## src/rtl/arbiter_control.sv

```systemverilog
// Two-requester L2 port arbiter: data cache wins by default, but the instruction
// cache is guaranteed a grant after MAX_D_STREAK back-to-back data grants.
module arbiter_control #(
    parameter int MAX_D_STREAK = 4,
    parameter int TIMEOUT      = 255
) (
    input  logic clk,
    input  logic rst_n,
    input  logic ipmem_read,
    input  logic ipmem_write,
    input  logic dpmem_read,
    input  logic dpmem_write,
    input  logic pmem_resp,
    output logic instr_service,
    output logic data_service,
    output logic ipmem_resp,
    output logic dpmem_resp,
    output logic timeout_err
);

    localparam int SW_RAW = $clog2(MAX_D_STREAK + 1);
    localparam int SW     = (SW_RAW < 1) ? 1 : SW_RAW;
    localparam int WW_RAW = $clog2(TIMEOUT + 1);
    localparam int WW     = (WW_RAW < 8) ? 8 : WW_RAW;

    typedef enum logic [1:0] {
        IDLE    = 2'd0,
        D_BUSY  = 2'd1,
        I_BUSY  = 2'd2,
        RECOVER = 2'd3
    } state_t;

    state_t        state_q, state_d;
    logic [SW-1:0] d_streak, streak_d;
    logic [WW-1:0] wait_cnt, wait_d, wait_inc;
    logic          set_err;
    logic          ireq, dreq;

    assign ireq     = ipmem_read | ipmem_write;
    assign dreq     = dpmem_read | dpmem_write;
    assign wait_inc = wait_cnt + WW'(1);

    always_ff @(posedge clk or negedge rst_n) begin
        if (!rst_n) begin
            state_q     <= IDLE;
            d_streak    <= '0;
            wait_cnt    <= '0;
            timeout_err <= 1'b0;
        end else begin
            state_q  <= state_d;
            d_streak <= streak_d;
            wait_cnt <= wait_d;
            if (set_err) begin
                timeout_err <= 1'b1;
            end
        end
    end

    always_comb begin
        state_d  = state_q;
        streak_d = d_streak;
        wait_d   = wait_cnt;
        set_err  = 1'b0;
        case (state_q)
            IDLE: begin
                if (dreq && (!ireq || (d_streak < SW'(MAX_D_STREAK)))) begin
                    state_d = D_BUSY;
                    wait_d  = '0;
                    if (!ireq) begin
                        streak_d = '0;
                    end else if (d_streak != SW'(MAX_D_STREAK)) begin
                        streak_d = d_streak + SW'(1);
                    end
                end else if (ireq) begin
                    state_d  = I_BUSY;
                    wait_d   = '0;
                    streak_d = '0;
                end
            end
            D_BUSY, I_BUSY: begin
                // A response arriving on the timeout cycle still counts as success.
                if (pmem_resp) begin
                    state_d = RECOVER;
                end else begin
                    wait_d = wait_inc;
                    if (wait_inc == WW'(TIMEOUT)) begin
                        state_d = RECOVER;
                        set_err = 1'b1;
                    end
                end
            end
            RECOVER: begin
                state_d = IDLE;
            end
            default: begin
                state_d = IDLE;
            end
        endcase
    end

    // Decoded from the state register so reset drops the grant immediately.
    assign data_service  = (state_q == D_BUSY);
    assign instr_service = (state_q == I_BUSY);
    assign dpmem_resp    = pmem_resp & (state_q == D_BUSY);
    assign ipmem_resp    = pmem_resp & (state_q == I_BUSY);

endmodule

```

## config.mk

```make
export PLATFORM = sky130hd
export DESIGN_NAME = arbiter_control
export DESIGN_NICKNAME = d
export VERILOG_FILES = /design/src/rtl/arbiter_control.sv
export SDC_FILE = /design/constraint.sdc
export NUM_CORES = 1
export LEC_CHECK = 0
export CAP_MARGIN = 20
export CELL_PAD_IN_SITES_DETAIL_PLACEMENT = 1
export CELL_PAD_IN_SITES_GLOBAL_PLACEMENT = 2
export CORE_AREA = 2 2 59 66
export CTS_CLUSTER_SIZE = 28
export DETAILED_ROUTE_END_ITERATION = 6
export DIE_AREA = 0 0 61 68
export PLACE_DENSITY = 0.75
export SYNTH_ARGS = -nofsm -noshare
export SYNTH_HDL_FRONTEND = slang
export SYNTH_SLANG_ARGS = --single-unit
```

## constraint.sdc

```tcl
create_clock -name clk -period 1.9 [get_ports clk]
set_clock_uncertainty 0.2 [all_clocks]
set_input_delay 0.19 -clock clk [delete_from_list [all_inputs] [get_ports clk]]
set_output_delay 0.19 -clock clk [all_outputs]
set_load 0.005 [all_outputs]
```

==> results by group, run 1 <==
Run status
  – Outcome: complete, but fails checks
  – Failing checks: setup timing

Critical path
  – CP top delay family: simple AND/OR/NAND/NOR gates
  – Flop2flop setup slack: -0.07 ns
  – Worst Reg-to-Reg Cells: 5
  – Crit path arrival time: 1.94 ns
  – CP peak stage delay: 0.52 ns
  – WP depth: 5
  – Critical R2R Launch: wait_cnt[1]
  – Critical path class: flop to flop
  – CP max stage cell: or4_4
  – CP required: 1.87 ns
  – Crit end category: flop
  – CP startpoint kind: flop
  – CP cell instances: ha_4, or4_4, and4_4, o211a_1, a211oi_2
  – Reg2Reg Capture Point: state_q[0]
  – Buf/Inv on CP: 0
  – Worst Path Max Fanout: 4

Timing
  – RSZ-0062 raised after global routing: yes
  – Worst-margin pin slew: 0.380 ns
  – Post-route minimum period: 1.97 ns
  – Slew Viols, Final: 0
  – Final hold slack: 0.0490 ns
  – Fmax: 509 MHz
  – Slew margin rel.: 74.7%
  – Post-route worst setup slack: -0.0666 ns
  – Count of final hold-check violations: 0
  – Crit share post-route: 104%
  – Setup Viol. Count Final: 2

Clocking
  – Clock buffer depth: 2
  – Hold_buf cts: 0
  – CTS tree: built
  – Clock slew at reported path FFs: 0.06 ns
  – CTS Sinks: 14
  – CTS Root Buffer Type: clkbuf_8
  – H-tree levels: 1
  – TritonCTS Buffers: 3
  – Skew-Pair Late Insertion Delay: 0.25 ns

Floorplanning
  – Starting Density: 28.4%
  – Core box area: 3540 um^2
  – Chip width: 61 um
  – Die H: 68 um
  – Site row count: 23
  – Die ar.: 4150 um^2
  – IO Count: 12

Detailed routing
  – Vias per std cell: 4.95
  – DRT Pass-1 Iters: 4
  – DRT Wirelength: 3160 um
  – DR vias: 1009
  – Number of DRC markers in iteration 0: 46
  – DR WL/cell: 15.5 um
  – DRC: 0
  – Antenna-violating nets left: 0

Synthesis
  – Post-synth cell types: 44
  – Yosys warns: 0
  – Synth Cell Area: 1010 um^2
  – Mapped Nets: 127
  – Cells after Synth: 113
  – Syn Area/Cell: 8.90 um^2
  – Sequential share of the synthesized area: 34.8%
  – Post-synth top area cell: dfrtp_1
  – Ys flop type: dfrtp_1
  – Share of the synthesized area in the top cell type: 34.8%
  – Post-synth EDFFs: 0
  – Register bit total from synthesis: 14
  – Ys async rst share: 100%
  – Top-count cell post-synth: dfrtp_1
  – Synth area leaders: dfrtp_1 (35%), ha_1 (8.7%), o21ai_0 (5.5%), nand2_1 (4.5%), nor2b_1 (3.1%)
  – Synth cell count leaders: dfrtp_1 (14), nand2_1 (12), o21ai_0 (11)

Power
  – P_sw: 706 uW
  – Final Power: 1800 uW
  – Logic pwr share: 58.9%
  – Sw Share: 39.1%
  – Max IR drop VDD: 471 uV
  – Seq pwr share: 24.4%
  – Leak: 0.000728 uW
  – Pwr per Cell Area: 1150 nW/um^2
  – Internal power: 1100 uW
  – Clock power share: 16.8%

Cells and area
  – Synthesis-to-layout area growth: 55.8%
  – Final cell area excluding filler cells: 1570 um^2
  – Layout cells sized above 1: 40.3%
  – Final Util: 44.3%
  – N_diodes: 0
  – Total Nets Final: 169

Global route
  – Vias in the first global route: 1080
  – Grt ovf: 0
  – Largest net degree at the start of global routing: 15
  – First-pass GRT wire length: 5090 um
  – Total Routing Usage GR: 16.9%
  – Initial antenna violation count: 0

Worst hold path
  – Hold Crit Class: primary input to asynchronous set/reset pin

Placement
  – Port bufs: 11
  – HPWL after DPL: 2410 um
  – GPL Wtd Cong: 0.829
  – Placed cell area: 1370 um^2

Job
  – Max cap viols: 0
## what timing repair did
item	in CTS	in global routing
buffers inserted	0	4
hold endpoints to repair	0	0
resized for setup	14	15
pin swaps	1	9
endpoints found under the setup margin	15	10
## logic make-up (layout without fill, tap and decap cells)
kind of cell,count (synthesis),after routing,synth area share (%)
XOR/XNOR,3,3,2.61
adder cells (fa/ha/maj),7,7,8.71
buffers and inverters,10,51,3.98
flip-flops,14,14,34.8
AND/OR/NAND/NOR,46,46,25.0
AO/OA/AOI/OAI,32,32,23.8
multiplexers,1,1,1.12
## layout by cell type, fill, tap and decap left out, types with 2 or more instances in the layout
cell type	synthesis	routed
buf_4	0	29
nand2_1	12	12
dfrtp_1	14	10
nor2_1	8	8
o21ai_0	11	7
clkdlybuf4s50_1	0	7
ha_1	7	5
inv_1	6	4
nor2b_1	5	4
clkbuf_8	0	4
dfrtp_2	0	4
inv_2	1	3
nand3_1	4	3
o21ai_1	1	3
and2_1	2	2
or4_4	0	2
o21ai_2	0	2
o31ai_1	2	2
nand4_1	2	2
a41o_1	2	2
a22o_1	2	2
o211ai_1	2	2
ha_4	0	2
dlygate4sd2_1	0	2
dlymetal6s2s_1	0	2
## sequential cells by signal (all words and copies together) (netlist names)
signal / flops
state_q: 2
timeout_err: 1
wait_cnt: 8
d_streak: 3
## power groups by stage
stage	Clock [uW]	Sequential [uW]	Combinational [uW]
2_1_floorplan	0	451	507
5_1_grt	320	447	1190
3_5_place_dp	0	441	929
3_3_place_gp	0	434	893
4_1_cts	307	442	987
6_report	303	439	1060
## routing by layer
metal / vias to the layer above / part of all wire [%] / track usage [%]
met3: 4 / 2.1 / 2.84
met4: 0 / 0.89 / 5.98
met5: - / 0 / 0
met2: 15 / 56 / 31.6
li1: 496 / - / -
met1: 494 / 41 / 18.8
## how the worst max path moves through the flow
stage | end | from
finish | state_q[0] | wait_cnt[1]
global route | state_q[1] | wait_cnt[0]
CTS | state_q[0] | wait_cnt[1]
detailed placement | wait_cnt[5] | ipmem_write
global placement | wait_cnt[5] | ipmem_write
floorplan | state_q[0] | wait_cnt[1]
## cell type report
class	count	area [um^2]
clock buffers	4	55.1
fillers	409	1970
inverters	7	26.3
multi-input cells	89	738
flip-flops and latches	14	355
well taps	50	62.6
repair buffers	40	330
## stage by stage
stage                     worst slack, ns  setup TNS, ns  cells
final                             -0.0666         -0.100    204
after global routing               -0.110         -0.284    204
after CTS                         -0.0693         -0.120    200
after detailed placement           -0.441          -3.34    196
after global placement             -0.327          -2.71    196
after floorplan                   -0.0316        -0.0316    113
Note: power is estimated with default switching activity, not from simulation.
==> inputs of run 2 (changes only) <==
==> constraint.sdc (replaced) <==
create_clock -name clk -period 1.9 [get_ports clk]
set_clock_uncertainty 0.2 [all_clocks]
set_input_delay 0.57 -clock clk [delete_from_list [all_inputs] [get_ports clk]]
set_output_delay 0.57 -clock clk [all_outputs]
set_load 0.005 [all_outputs]
==> run 2 against run 1 <==
Net effect: the run still ends with setup timing left; maximum frequency increased by 0.17%; global-route usage increased by 0.87 points; count of clock-buffer cells in the layout unchanged; critical endpoint unchanged.
==> results by group, run 2 (synthesized netlist as in run 1, its figures left out) <==
Detailed routing
  – Number of DRC markers in iteration 0: 25 (-46%)
  – DRT Wirelength: 3300 um (+4.4%)
  – Antenna-violating nets left: 0 (unchanged)
  – DR WL/cell: 15.5 um (about the same)
  – DRC: 0 (unchanged)
  – DRT Pass-1 Iters: 4 (unchanged)
  – Vias per std cell: 5.08 (+2.7%)
  – DR vias: 1082 (+7.2%)

Timing
  – Setup Viol. Count Final: 4 (+2)
  – Post-route worst setup slack: -0.0633 ns (+0.00325 ns)
  – Count of final hold-check violations: 0 (unchanged)
  – Worst-margin pin slew: 0.355 ns (-0.0251 ns)
  – RSZ-0062 raised after global routing: yes
  – Post-route minimum period: 1.96 ns (-0.00325 ns)
  – Final hold slack: 0.349 ns (+0.300 ns)
  – Slew margin rel.: 76.3% (+1.7 points)
  – Crit share post-route: 103% (-0.17 points)
  – Slew Viols, Final: 0 (unchanged)
  – Fmax: 509 MHz (+0.17%)

Clocking
  – CTS Root Buffer Type: clkbuf_8
  – Clock buffer depth: 2 (unchanged)
  – CTS Sinks: 14 (unchanged)
  – CTS tree: built
  – Clock slew at reported path FFs: 0.06 ns (about the same)
  – Skew-Pair Late Insertion Delay: 0.25 ns (about the same)
  – Hold_buf cts: 0 (unchanged)
  – TritonCTS Buffers: 3 (unchanged)
  – H-tree levels: 1 (unchanged)

Global route
  – Total Routing Usage GR: 17.7% (+0.87 points)
  – Largest net degree at the start of global routing: 15 (unchanged)
  – Vias in the first global route: 1188 (+10%)
  – First-pass GRT wire length: 5440 um (+6.9%)
  – Initial antenna violation count: 0 (unchanged)
  – Grt ovf: 0 (unchanged)

Critical path
  – Critical path class: flop to flop
  – CP cell instances: ha_4, or4_4, and4_4, o211a_1, a211oi_2
  – Crit path from: wait_cnt[0]
  – CP required: 1.87 ns (about the same)
  – Crit path arrival time: 1.93 ns (about the same)
  – CP peak stage delay: 0.52 ns (about the same)
  – Worst Reg-to-Reg Cells: 5 (unchanged)
  – Flop2flop setup slack: -0.06 ns (about the same)
  – Crit end category: flop
  – Critical R2R Launch: wait_cnt[0]
  – Worst Path Max Fanout: 3 (-1)
  – CP startpoint kind: flop
  – CP max stage cell: or4_4
  – Reg2Reg Capture Point: state_q[0]

Placement
  – Port bufs: 11 (unchanged)
  – # placed instances: 195 (-0.51%)
  – HPWL after DPL: 2350 um (-2.4%)
  – Post-Place Worst Slack: -0.603 ns (-0.161 ns)
  – GPL Wtd Cong: 0.820 (-1.0%)

Cells and area
  – Most frequent cells in the layout: buf_4 (34), dfrtp_1 (12), nand2_1 (10)
  – Top reg by flops: wait_cnt
  – Biggest regs: wait_cnt x8, d_streak x3, state_q x2
  – Max reg flops: 8 (unchanged)
  – N_diodes: 0 (unchanged)
  – Layout cells sized above 1: 55.8% (+16 points)
  – Fillers: 411 (+0.49%)
  – Final non-filler cell total: 213 (+4.4%)
  – Leading cell type in the layout, fill and taps excluded: buf_4
  – Synthesis-to-layout area growth: 69.9%
  – Total Nets Final: 178 (+5.3%)

Worst hold path
  – Hold Crit Class: flop to flop
  – WHS Endpoint: d_streak[1]
  – Hold_sp: d_streak[1]
  – Hold path depth: 1

Run status
  – Failing checks: setup timing
  – Outcome: complete, but fails checks

Floorplanning
  – Die ar.: 4150 um^2 (unchanged)
  – IO Count: 12 (unchanged)
  – Site row count: 23 (unchanged)
  – Chip width: 61 um (unchanged)
  – Die H: 68 um (unchanged)
  – Starting Density: 28.4% (unchanged)
  – Core box area: 3540 um^2 (unchanged)

Power
  – Max IR drop VDD: 487 uV (+3.5%)
  – Final Power: 2000 uW (+11%)
  – Leak: 0.000760 uW (+4.4%)
  – Pwr per Cell Area: 1170 nW/um^2 (+1.8%)

Job
  – Max cap viols: 0 (unchanged)
-- run 2: changes by cell type in the layout (fill, tap and decap cells not counted), sizes merged --
cell	change
buf	+15
clkbuf	+1
dlygate4sd2	-1
clkdlybuf4s15	+1
clkdlybuf4s50	-5
dlymetal6s2s	-2
-- run 2: critical path, delay by kind of cell (launching register included) --
kind,cells,cell delay [ns]
AOI/OAI and AO/OA,2,0.35
adders and majority gates,1,0.18
DFF,1,0.42
and+or+nand+nor,2,0.73
-- run 2: report_power, final --
group	total [uW]	internal (uW)	switching, uW
combinational	1260	613	650
clock	299	184	115
sequential	440	377	62.9
total	2000	1170	828
-- run 2: repair_timing --
item	4_1_cts	5_1_grt
setup endpoints to repair	15	14
gates resized for setup	58	19
cloned	0	0
buffers inserted	7	7
pin swaps	17	7
-- run 2: metal layers --
| metal | vias up | global-route usage [%] | part of all wire [%] |
|---|---|---|---|
| met1 | 537 | 18.6 | 39 |
| met5 | - | 0 | 0 |
| met2 | 18 | 35.8 | 56 |
| li1 | 519 | - | - |
| met4 | 0 | 5.71 | 3.0 |
| met3 | 8 | 1.70 | 2.3 |
-- run 2: worst max path at each step --
stage / slack [ns] / end / cells after the start
CTS: -0.07 / state_q[0] / 5
global placement: -0.54 / dpmem_resp / 3
detailed placement: -0.60 / wait_cnt[5] / 6
floorplan: -0.07 / wait_cnt[5] / 6
global route: -0.14 / state_q[0] / 5
finish: -0.06 / state_q[0] / 5
-- run 2: layout make-up --
class | instances | area (um^2) | share of cell area, %
Sequential cell | 14 | 353 | 20.6
Timing Repair Buffer | 49 | 387 | 22.6
Inverter | 7 | 26.3 | 1.54
Multi-Input combinational cell | 89 | 826 | 48.3
Clock buffer | 4 | 55.1 | 3.22
Tap cell | 50 | 62.6 | 3.66
-- run 2: stage by stage --
stage          utilization [%]  area (um^2)  setup TNS, ns
6_report                  48.3         1710         -0.167
3_3_place_gp              39.4         1390          -6.89
4_1_cts                   45.6         1610         -0.160
5_1_grt                   48.3         1710         -0.547
2_1_floorplan                -         1060         -0.191
3_5_place_dp              39.4         1390          -7.58
